**config.mk**
```make
export PLATFORM = sky130hd
export DESIGN_NAME = uart_rx_fifo
export DESIGN_NICKNAME = d
export VERILOG_FILES = /design/src/rtl/uart_pkg.sv /design/src/rtl/uart_fifo_mem.sv /design/src/rtl/uart_rx_fifo.sv
export SDC_FILE = /design/constraint.sdc
export NUM_CORES = 1
export LEC_CHECK = 0
export CORE_UTILIZATION = 60
export DETAILED_ROUTE_END_ITERATION = 8
export PLACE_DENSITY = 0.79
export REMOVE_ABC_BUFFERS = 1
export SLEW_MARGIN = 20
export SYNTH_ARGS = -nofsm -noshare
export SYNTH_HDL_FRONTEND = slang
export SYNTH_SLANG_ARGS = --single-unit
```
**constraint.sdc**
```tcl
create_clock -name CLK -period 3.5 [get_ports CLK]
set_clock_uncertainty 0.05 [all_clocks]
set_input_delay 1.05 -clock CLK [delete_from_list [all_inputs] [get_ports CLK]]
set_output_delay 1.05 -clock CLK [all_outputs]
set_load 0.02 [all_outputs]
```
**src/rtl/uart_pkg.sv**
```systemverilog
// Shared constants for the UART receive FIFO slice: default character width,
// default queue depth and the width of the optional dropped-character counter
// (present only when UART_RXFIFO_DROPCNT_EN is defined).
package uart_pkg;

  localparam int unsigned WDATA_DEF = 8;
  localparam int unsigned DEPTH_DEF = 16;
  localparam int unsigned DROPCNT_W = 8;

endpackage

```
**src/rtl/uart_fifo_mem.sv**
```systemverilog
// Storage array for the UART receive FIFO: Depth x Wdata entries with a
// synchronous write port and an asynchronous (combinational) read port, so
// the head entry is visible on the read data the moment it is addressed.
// Contents are deliberately not reset; validity is tracked by the caller.
module uart_fifo_mem
  import uart_pkg::*;
#(
  parameter int Wdata = WDATA_DEF,
  parameter int Depth = DEPTH_DEF
) (
  input  logic                     i_clk,
  input  logic                     i_we,
  input  logic [$clog2(Depth)-1:0] i_waddr,
  input  logic [Wdata-1:0]         i_wdata,
  input  logic [$clog2(Depth)-1:0] i_raddr,
  output logic [Wdata-1:0]         o_rdata
);

  logic [Wdata-1:0] r_mem [Depth];

  // Write the incoming character into the addressed slot.
  always_ff @(posedge i_clk) begin
    if (i_we) begin
      r_mem[i_waddr] <= i_wdata;
    end
  end

  assign o_rdata = r_mem[i_raddr];

endmodule

```
**src/rtl/uart_rx_fifo.sv**
```systemverilog
// First-word fall-through receive FIFO behind a UART receiver.
// Characters arrive as single-cycle INT strobes with DIN; the consumer sees
// the head on DOUT whenever VALID is high. A character that arrives while the
// queue is full (and nothing leaves that cycle) is dropped and OVF is set.
// Optional feature macro: UART_RXFIFO_DROPCNT_EN adds an 8-bit saturating
// DROPS counter of dropped characters, cleared by OVF_CLR and by reset.
module uart_rx_fifo
  import uart_pkg::*;
#(
  parameter int Wdata = WDATA_DEF,
  parameter int Depth = DEPTH_DEF
) (
  input  logic                   CLK,
  input  logic                   RST_N,
  input  logic [Wdata-1:0]       DIN,
  input  logic                   INT,
  output logic [Wdata-1:0]       DOUT,
  output logic                   VALID,
  input  logic                   READY,
  output logic [$clog2(Depth):0] LEVEL,
  output logic                   OVF,
  input  logic                   OVF_CLR
`ifdef UART_RXFIFO_DROPCNT_EN
  ,
  output logic [DROPCNT_W-1:0]   DROPS
`endif
);

  localparam int AW = $clog2(Depth);
  localparam int LW = AW + 1;
  localparam logic [LW-1:0] FULL_LEVEL = LW'(Depth);

  logic [AW-1:0]    r_wr_ptr;
  logic [AW-1:0]    r_rd_ptr;
  logic [LW-1:0]    r_level;
  logic             r_ovf;
  logic [Wdata-1:0] w_rd_data;
  logic             w_full;
  logic             w_valid;
  logic             w_pop;
  logic             w_push;
  logic             w_drop;

  // Handshake: VALID means the queue holds at least one character and DOUT is
  // its head; a pop happens on any rising edge where VALID and READY are both
  // high, and READY while VALID is low is ignored. INT is a push request with
  // no back-pressure: it is accepted when there is room, or when the queue is
  // full but a pop frees a slot on the same edge, otherwise the character is
  // dropped.
  assign w_full  = (r_level == FULL_LEVEL);
  assign w_valid = (r_level != '0);
  assign w_pop   = w_valid & READY;
  assign w_push  = INT & (~w_full | w_pop);
  assign w_drop  = INT & w_full & ~w_pop;

  uart_fifo_mem #(
    .Wdata (Wdata),
    .Depth (Depth)
  ) u_mem (
    .i_clk   (CLK),
    .i_we    (w_push),
    .i_waddr (r_wr_ptr),
    .i_wdata (DIN),
    .i_raddr (r_rd_ptr),
    .o_rdata (w_rd_data)
  );

  // Pointers advance by one per accepted push/pop; Depth is a power of two so
  // they wrap naturally with no gaps.
  always_ff @(posedge CLK or negedge RST_N) begin
    if (!RST_N) begin
      r_wr_ptr <= '0;
      r_rd_ptr <= '0;
    end else begin
      if (w_push) r_wr_ptr <= r_wr_ptr + AW'(1);
      if (w_pop)  r_rd_ptr <= r_rd_ptr + AW'(1);
    end
  end

  // Occupancy: up on push-only, down on pop-only, unchanged otherwise.
  always_ff @(posedge CLK or negedge RST_N) begin
    if (!RST_N) begin
      r_level <= '0;
    end else begin
      case ({w_push, w_pop})
        2'b10:   r_level <= r_level + LW'(1);
        2'b01:   r_level <= r_level - LW'(1);
        default: r_level <= r_level;
      endcase
    end
  end

  // Sticky overflow flag; a drop in the same cycle as OVF_CLR keeps it set.
  always_ff @(posedge CLK or negedge RST_N) begin
    if (!RST_N) begin
      r_ovf <= 1'b0;
    end else if (w_drop) begin
      r_ovf <= 1'b1;
    end else if (OVF_CLR) begin
      r_ovf <= 1'b0;
    end
  end

`ifdef UART_RXFIFO_DROPCNT_EN
  logic [DROPCNT_W-1:0] r_drops;

  // Saturating dropped-character count; a drop coinciding with OVF_CLR starts
  // the fresh count at one so that drop is not lost.
  always_ff @(posedge CLK or negedge RST_N) begin
    if (!RST_N) begin
      r_drops <= '0;
    end else if (OVF_CLR) begin
      r_drops <= w_drop ? DROPCNT_W'(1) : '0;
    end else if (w_drop && (r_drops != '1)) begin
      r_drops <= r_drops + DROPCNT_W'(1);
    end
  end

  assign DROPS = r_drops;
`endif

  // Empty queue (including during reset) presents all-zero on DOUT.
  assign DOUT  = w_valid ? w_rd_data : '0;
  assign VALID = w_valid;
  assign LEVEL = r_level;
  assign OVF   = r_ovf;

endmodule

```
==> Word level (Yosys, flattened, before mapping) <==
Memory sizes are Yosys's and may differ from the RTL's.
Cells that the tools add are included.
W data, S select, Z words.
{ "totals": {"inputBits": 13, "ram_bits": 128, "memories": 1, "register_bits": 14} }
{ "memory_table": {"columns": ["name", "words", "word_bits", "read_ports", "rd_clocked_by_memory_dff", "write_ports", "line", "text"], "rows": [
  ["u_mem.r_mem", 16, 8, 1, 0, 1, "uart_fifo_mem.sv:19", "logic [Wdata-1:0] r_mem [Depth];"]
]} }
{ "op_classes": {"mux": 6, "reduce_logical": 3, "eq_ne": 3, "bitwise_logic": 7, "addsub": 4} }
{ "op_table": {"columns": ["op", "n"], "rows": [
  ["$pmux W5 S2", 1],
  ["$add A4 B1 Y4 const B", 2],
  ["$mux W8", 1],
  ["$add A5 B1 Y5 const B", 1],
  ["$eq A5 B5 Y1 const B", 1],
  ["$reduce_bool A5 Y1", 1],
  ["$sub A5 B1 Y5 const B", 1],
  ["$and A1 B1 Y1", 4],
  ["$mux W1", 4],
  ["$reduce_bool A2 Y1", 2],
  ["$eq A2 B1 Y1 const B", 1],
  ["$eq A2 B2 Y1 const B", 1],
  ["$not A1 Y1", 2],
  ["$or A1 B1 Y1", 1]
]} }

==> Depth between registers and ports, before layout <==
{ "logic_depth": {"ltp_word": 6, "depth_mapped": 8, "depth_no_buf": 8} }

==> Cells and area by module <==
A second synthesis with hierarchy kept.
{ "hier_totals": {"hier_cells": 310, "area_unflattened_um2": 5873.1} }
{ "by_module_without_submodules": {"columns": ["module", "cells_each", "n_inst", "seq_area_each_um2", "area_each_um2"], "rows": [
  ["uart_fifo_mem", 221, 1, 3843.7, 4987.3],
  ["uart_rx_fifo", 89, 1, 350.3, 885.8]
]} }

==> Worst setup path after synthesis <==
Ideal clock, no wire load.
{ "synth_timing": {"kind": "input -> register", "start": "input port READY", "end": "register r_level[4], in the netlist LEVEL[4]", "path_slack_ns": 0.644, "stages": 8, "t_required_ns": 3.324, "setup_ns": 0.126, "t_arrival_ns": 2.680, "n_path_buf": 0, "cell_sequence": "nor2b_1 -> a21boi_1 -> xor2_1 -> ha_1 -> and3_1 -> o21ai_0 -> mux2i_1 -> a311o_1"} }
{ "synth_between": {"elab_chain_cells": 5, "elab_cells_between_ends": 7, "classes_between": "eq/ne (2); mux (1); bitwise (3); reduce/logical (1)"} }
{ "synth_rtl": {"columns": ["item", "line", "text"], "rows": [
  ["from (decl)", "uart_rx_fifo.sv:19", "input logic READY,"],
  ["$and A1 B1 Y1 (*)", "uart_rx_fifo.sv:52", "assign w_pop = w_valid & READY;"],
  ["$or A1 B1 Y1", "uart_rx_fifo.sv:53", "assign w_push = INT & (~w_full | w_pop);"],
  ["$and A1 B1 Y1", "uart_rx_fifo.sv:53", null],
  ["$eq A2 B1 Y1 / $eq A2 B2 Y1 (equally long branches)", "uart_rx_fifo.sv:85", "case ({w_push, w_pop})"],
  ["$pmux W5 S2 / $reduce_bool A2 Y1 (equally long branches)", null, null],
  ["to (signal assigned)", "uart_rx_fifo.sv:86", "2'b10: r_level <= r_level + LW'(1);"],
  ["to (signal assigned)", "uart_rx_fifo.sv:87", "2'b01: r_level <= r_level - LW'(1);"],
  ["to (signal assigned)", "uart_rx_fifo.sv:88", "default: r_level <= r_level;"],
  ["to (decl)", "uart_rx_fifo.sv:35", "logic [LW-1:0] r_level;"]
]} }
Mark *: on every way between the ends. The rest lies on a longest branch, timed or not.
A chain may end at the register's enable or synchronous reset.

==> Final worst setup path <==
{ "layout_timing": {"start": "register r_rd_ptr[1]", "end": "output port DOUT[4]"} }
{ "layout_between": {"elab_chain_cells": 2} }
{ "layout_rtl": {"columns": ["item", "line", "text"], "rows": [
  ["from (decl)", "uart_rx_fifo.sv:34", "logic [AW-1:0] r_rd_ptr;"],
  ["from (signal assigned)", "uart_rx_fifo.sv:76", "if (w_pop) r_rd_ptr <= r_rd_ptr + AW'(1);"],
  ["$mem_v2 Z16 W8", null, null],
  ["$mux W8", "uart_rx_fifo.sv:123", "assign DOUT = w_valid ? w_rd_data : '0;"],
  ["to (decl)", "uart_rx_fifo.sv:17", "output logic [Wdata-1:0] DOUT,"]
]} }
Every way passes these cells.

==> results.cfg <==
[placed_design]
dpl.hpwl_um = 6598
numPlacedInstances = 469
gp_congestion = 0.7981
io_buffer_count = 27
post-place-ws_ns = 0.01985
placed_area_sq_mm = 0.006389

[setup_path]
cp_cell_sequence = buf_6 > buf_16 > mux4_2 > mux2_2 > o21ai_2 > a21oi_1 > buf_4
ff2ff_path_depth = 8
critical_path_class = reg2out
cp.required_ns = 2.40
worstReg2RegStart = LEVEL[1]$_DFFE_PN0P_
critPathLaunchType = register
timing.rr.end = LEVEL[4]$_DFFE_PN0P_
slowest_delay_ns = 0.50
cp-end-kind = primary output
critPathSlowestCell = mux4_2
critPathArrivalTime_ns = 2.40
crit_family = multiplexers
crit_buf_inv = 3
cp_max_fo = 8
r2r_setup_slack_ns = 0.96

[floorplan]
fp.dieH_um = 100.7
rows = 35
initial_core_util_pct = 62.60
die_width_um = 100.7
pin_count = 28
core_sq_mm = 0.009328
dieArea_sq_mm = 0.01013

[finish]
nNetsFinal = 386
drive_above_1_share_pct = 32.45
fin_cells = 508
fin_area_sq_mm = 0.007128
diodes = 0
postLayoutCoreUtil_pct = 76.42
area_growth_pct = 22.07

[timing]
worstMarginPinSlew_ns = 0.9347
fmax_mhz = 286.1
final_hold_viol_count = 0
rsz0062_at_grt = true
relSlewSlack_pct = 37.68
holdWs_ns = 0.4751
finalSetupViolations = 0
min_period_ns = 3.495
finalCritPeriodShare_pct = 99.87
fin_ws_ns = 0.004611
maxSlewViolCount = 0

[pwr]
p_leak_uw = 0.002471
p_per_area_mw_per_mm2 = 883.3
peakVddDrop_mv = 0.5872

[clock_network]
insertion_delay_ns = 0.52
ctsLongestPathBuffers = 2
clock-sinks = 142
cts_tree = built
cts_max_level = 4
numCtsBuffers = 17
clock-root-buffer = clkbuf_8
path_clk_slew_ns = 0.06

[route]
drtPass1Iterations = 5
num_vias = 3071
drtIter0Drc = 241
via_per_inst = 6.045
drc_errors = 0
drt_wl_total_um = 11730
antenna_left = 0
wl_per_cell_um = 23.09

[grt]
grt-ovfl-total = 0
grt_usage_pct = 25.88
grt_max_degree = 23
grt_pass1_wl_um = 17940
grt_antenna_before_repair = 0
grt_pass1_vias = 3256

[outcome]
outcome = completed

[yosys]
yosys_register_bits = 142
synth_warnings = 0
syn_area_per_cell_sq_um = 19.02
yosysSeqAreaShare_pct = 71.82
netlist_instances = 307
syn-cell-area_sq_mm = 0.005839
ys_types = 42

[min_path]
hold_class = reg2reg
whs_path_depth = 2
hold_path_end = OVF$_DFFE_PN0P_
hp-start = OVF$_DFFE_PN0P_

[run]
drv_cap = 0
-- worst min-delay path, cell delays in order (launching register included) --
cell and delay, ns:
dfrtp_1 0.38, inv_1 0.06, o21ai_1 0.05
-- how the worst max path moves through the flow --
| stage | start | cells past startpoint | slack [ns] | endpoint |
|---|---|---|---|---|
| after floorplan | r_rd_ptr[1]$_DFFE_PN0N_ | 4 | 0.11 | DOUT[0] |
| after global placement | READY | 9 | 0.16 | LEVEL[4]$_DFFE_PN0P_ |
| after detailed placement | READY | 9 | 0.02 | LEVEL[4]$_DFFE_PN0P_ |
| after CTS | r_rd_ptr[1]$_DFFE_PN0N_ | 7 | -0.06 | DOUT[5] |
| after global routing | r_rd_ptr[1]$_DFFE_PN0N_ | 7 | -0.05 | DOUT[4] |
| final | r_rd_ptr[1]$_DFFE_PN0N_ | 7 | 0.005 | DOUT[4] |
-- report_power, final --
part,total (uW),switching (uW),internal [uW]
registers,2300,216,2080
logic,2130,1060,1080
clock network,1870,671,1200
total,6300,1940,4350
-- cell families after synthesis --
group | synth area share [%]
flip-flops | 71.82
adder cells (fa/ha/maj) | 1.500
multiplexers | 15.98
AO/OA/AOI/OAI | 3.279
XOR/XNOR | 1.350
buffers and inverters | 1.864
AND/OR/NAND/NOR | 4.200
-- routing by layer --
metal  up-vias  track usage, %  share of wire, %
met4         0           12.15               2.7
met1      1563           33.70                41
met3        25           6.172               5.4
met5         -               0                 0
li1       1355               -                 -
met2       128           41.78                51
-- metrics by stage --
step           total power (uW)  TNS [ns]
3_3_place_gp               4209         0
4_1_cts                    6215   -0.3527
2_1_floorplan              3509         0
5_1_grt                    6543   -0.2030
3_5_place_dp               4266         0
6_report                   6297         0
-- flip-flops by register name (all words and copies together), names as in the netlist --
| register | flops |
|---|---|
| r_rd_ptr | 4 |
| OVF | 1 |
| LEVEL | 5 |
| u_mem.r_mem | 128 |
| r_wr_ptr | 4 |
-- synth_stat cells --
cell	n	area [sq um]
edfxtp_1	128	3844
mux4_2	32	720.7
dfrtp_1	14	350.3
a21oi_1	10	50.05
mux2i_1	10	100.1
o21ai_1	10	50.05
buf_2	9	45.04
nor2_1	9	33.78
inv_1	8	30.03
mux2_2	8	90.09
ha_1	7	87.58
xnor2_1	6	52.55
and3_1	5	31.28
nand2_1	5	18.77
and2_1	4	25.02
clkbuf_1	4	15.01
nand3_1	4	20.02
nor4_1	4	25.02
nand2b_1	3	18.77
xor2_1	3	26.28
mux2_1	2	22.52
o21ai_0	2	10.01
a21boi_1	1	7.510
a22oi_1	1	7.510
a311o_1	1	10.01
a31oi_1	1	6.260
buf_4	1	7.510
buf_6	1	11.26
nand4_1	1	6.260
nor2b_1	1	6.260
nor3_1	1	5.000
nor3b_1	1	7.510
nor4_4	1	21.27
o21a_2	1	8.760
o21ai_2	1	8.760
o21ai_4	1	16.27
o31ai_1	1	7.510
o32ai_1	1	8.760
or2_1	1	6.260
or2_2	1	6.260
or3_1	1	6.260
or4_1	1	7.510
-- final cells by class --
type	count	area (sq um)
sequential	142	4195
fill	512	2200
multi-input combinational	142	1604
timing repair buffer	55	520.5
clock buffer	22	452.9
clock inverter	10	163.9
tap	129	161.4
inverter	8	30.03
-- cells in the final DEF (no fill, tap or decap), types with 2 or more instances in the layout --
| cell type | instances |
|---|---|
| mux2_1 | 2 |
| buf_12 | 2 |
| clkbuf_1 | 3 |
| buf_6 | 4 |
| xor2_1 | 3 |
| mux2_4 | 5 |
| a21oi_2 | 2 |
| nand2b_1 | 3 |
| nand2_1 | 4 |
| clkbuf_16 | 16 |
| clkinvlp_4 | 4 |
| o21ai_0 | 2 |
| o21ai_1 | 3 |
| ha_1 | 7 |
| nor4_2 | 2 |
| inv_1 | 8 |
| clkbuf_8 | 3 |
| mux2i_1 | 10 |
| and3_1 | 5 |
| xnor2_1 | 6 |
| nand3_1 | 4 |
| o21ai_2 | 8 |
| dfrtp_1 | 13 |
| bufinv_16 | 4 |
| mux4_2 | 32 |
| a21oi_1 | 8 |
| mux2_2 | 3 |
| nor4_1 | 2 |
| and2_1 | 4 |
| clkdlybuf4s50_1 | 18 |
| buf_4 | 28 |
| nor2_1 | 9 |
| edfxtp_1 | 128 |
-- what timing repair did --
action                                  4_1_cts  5_1_grt
buffers inserted                              3        3
gates cloned                                  2        0
endpoints found under the setup margin        8        8
hold buffers                                  0        0
resized for setup                            39       22
No activity file was read; power rests on OpenSTA's default activity.
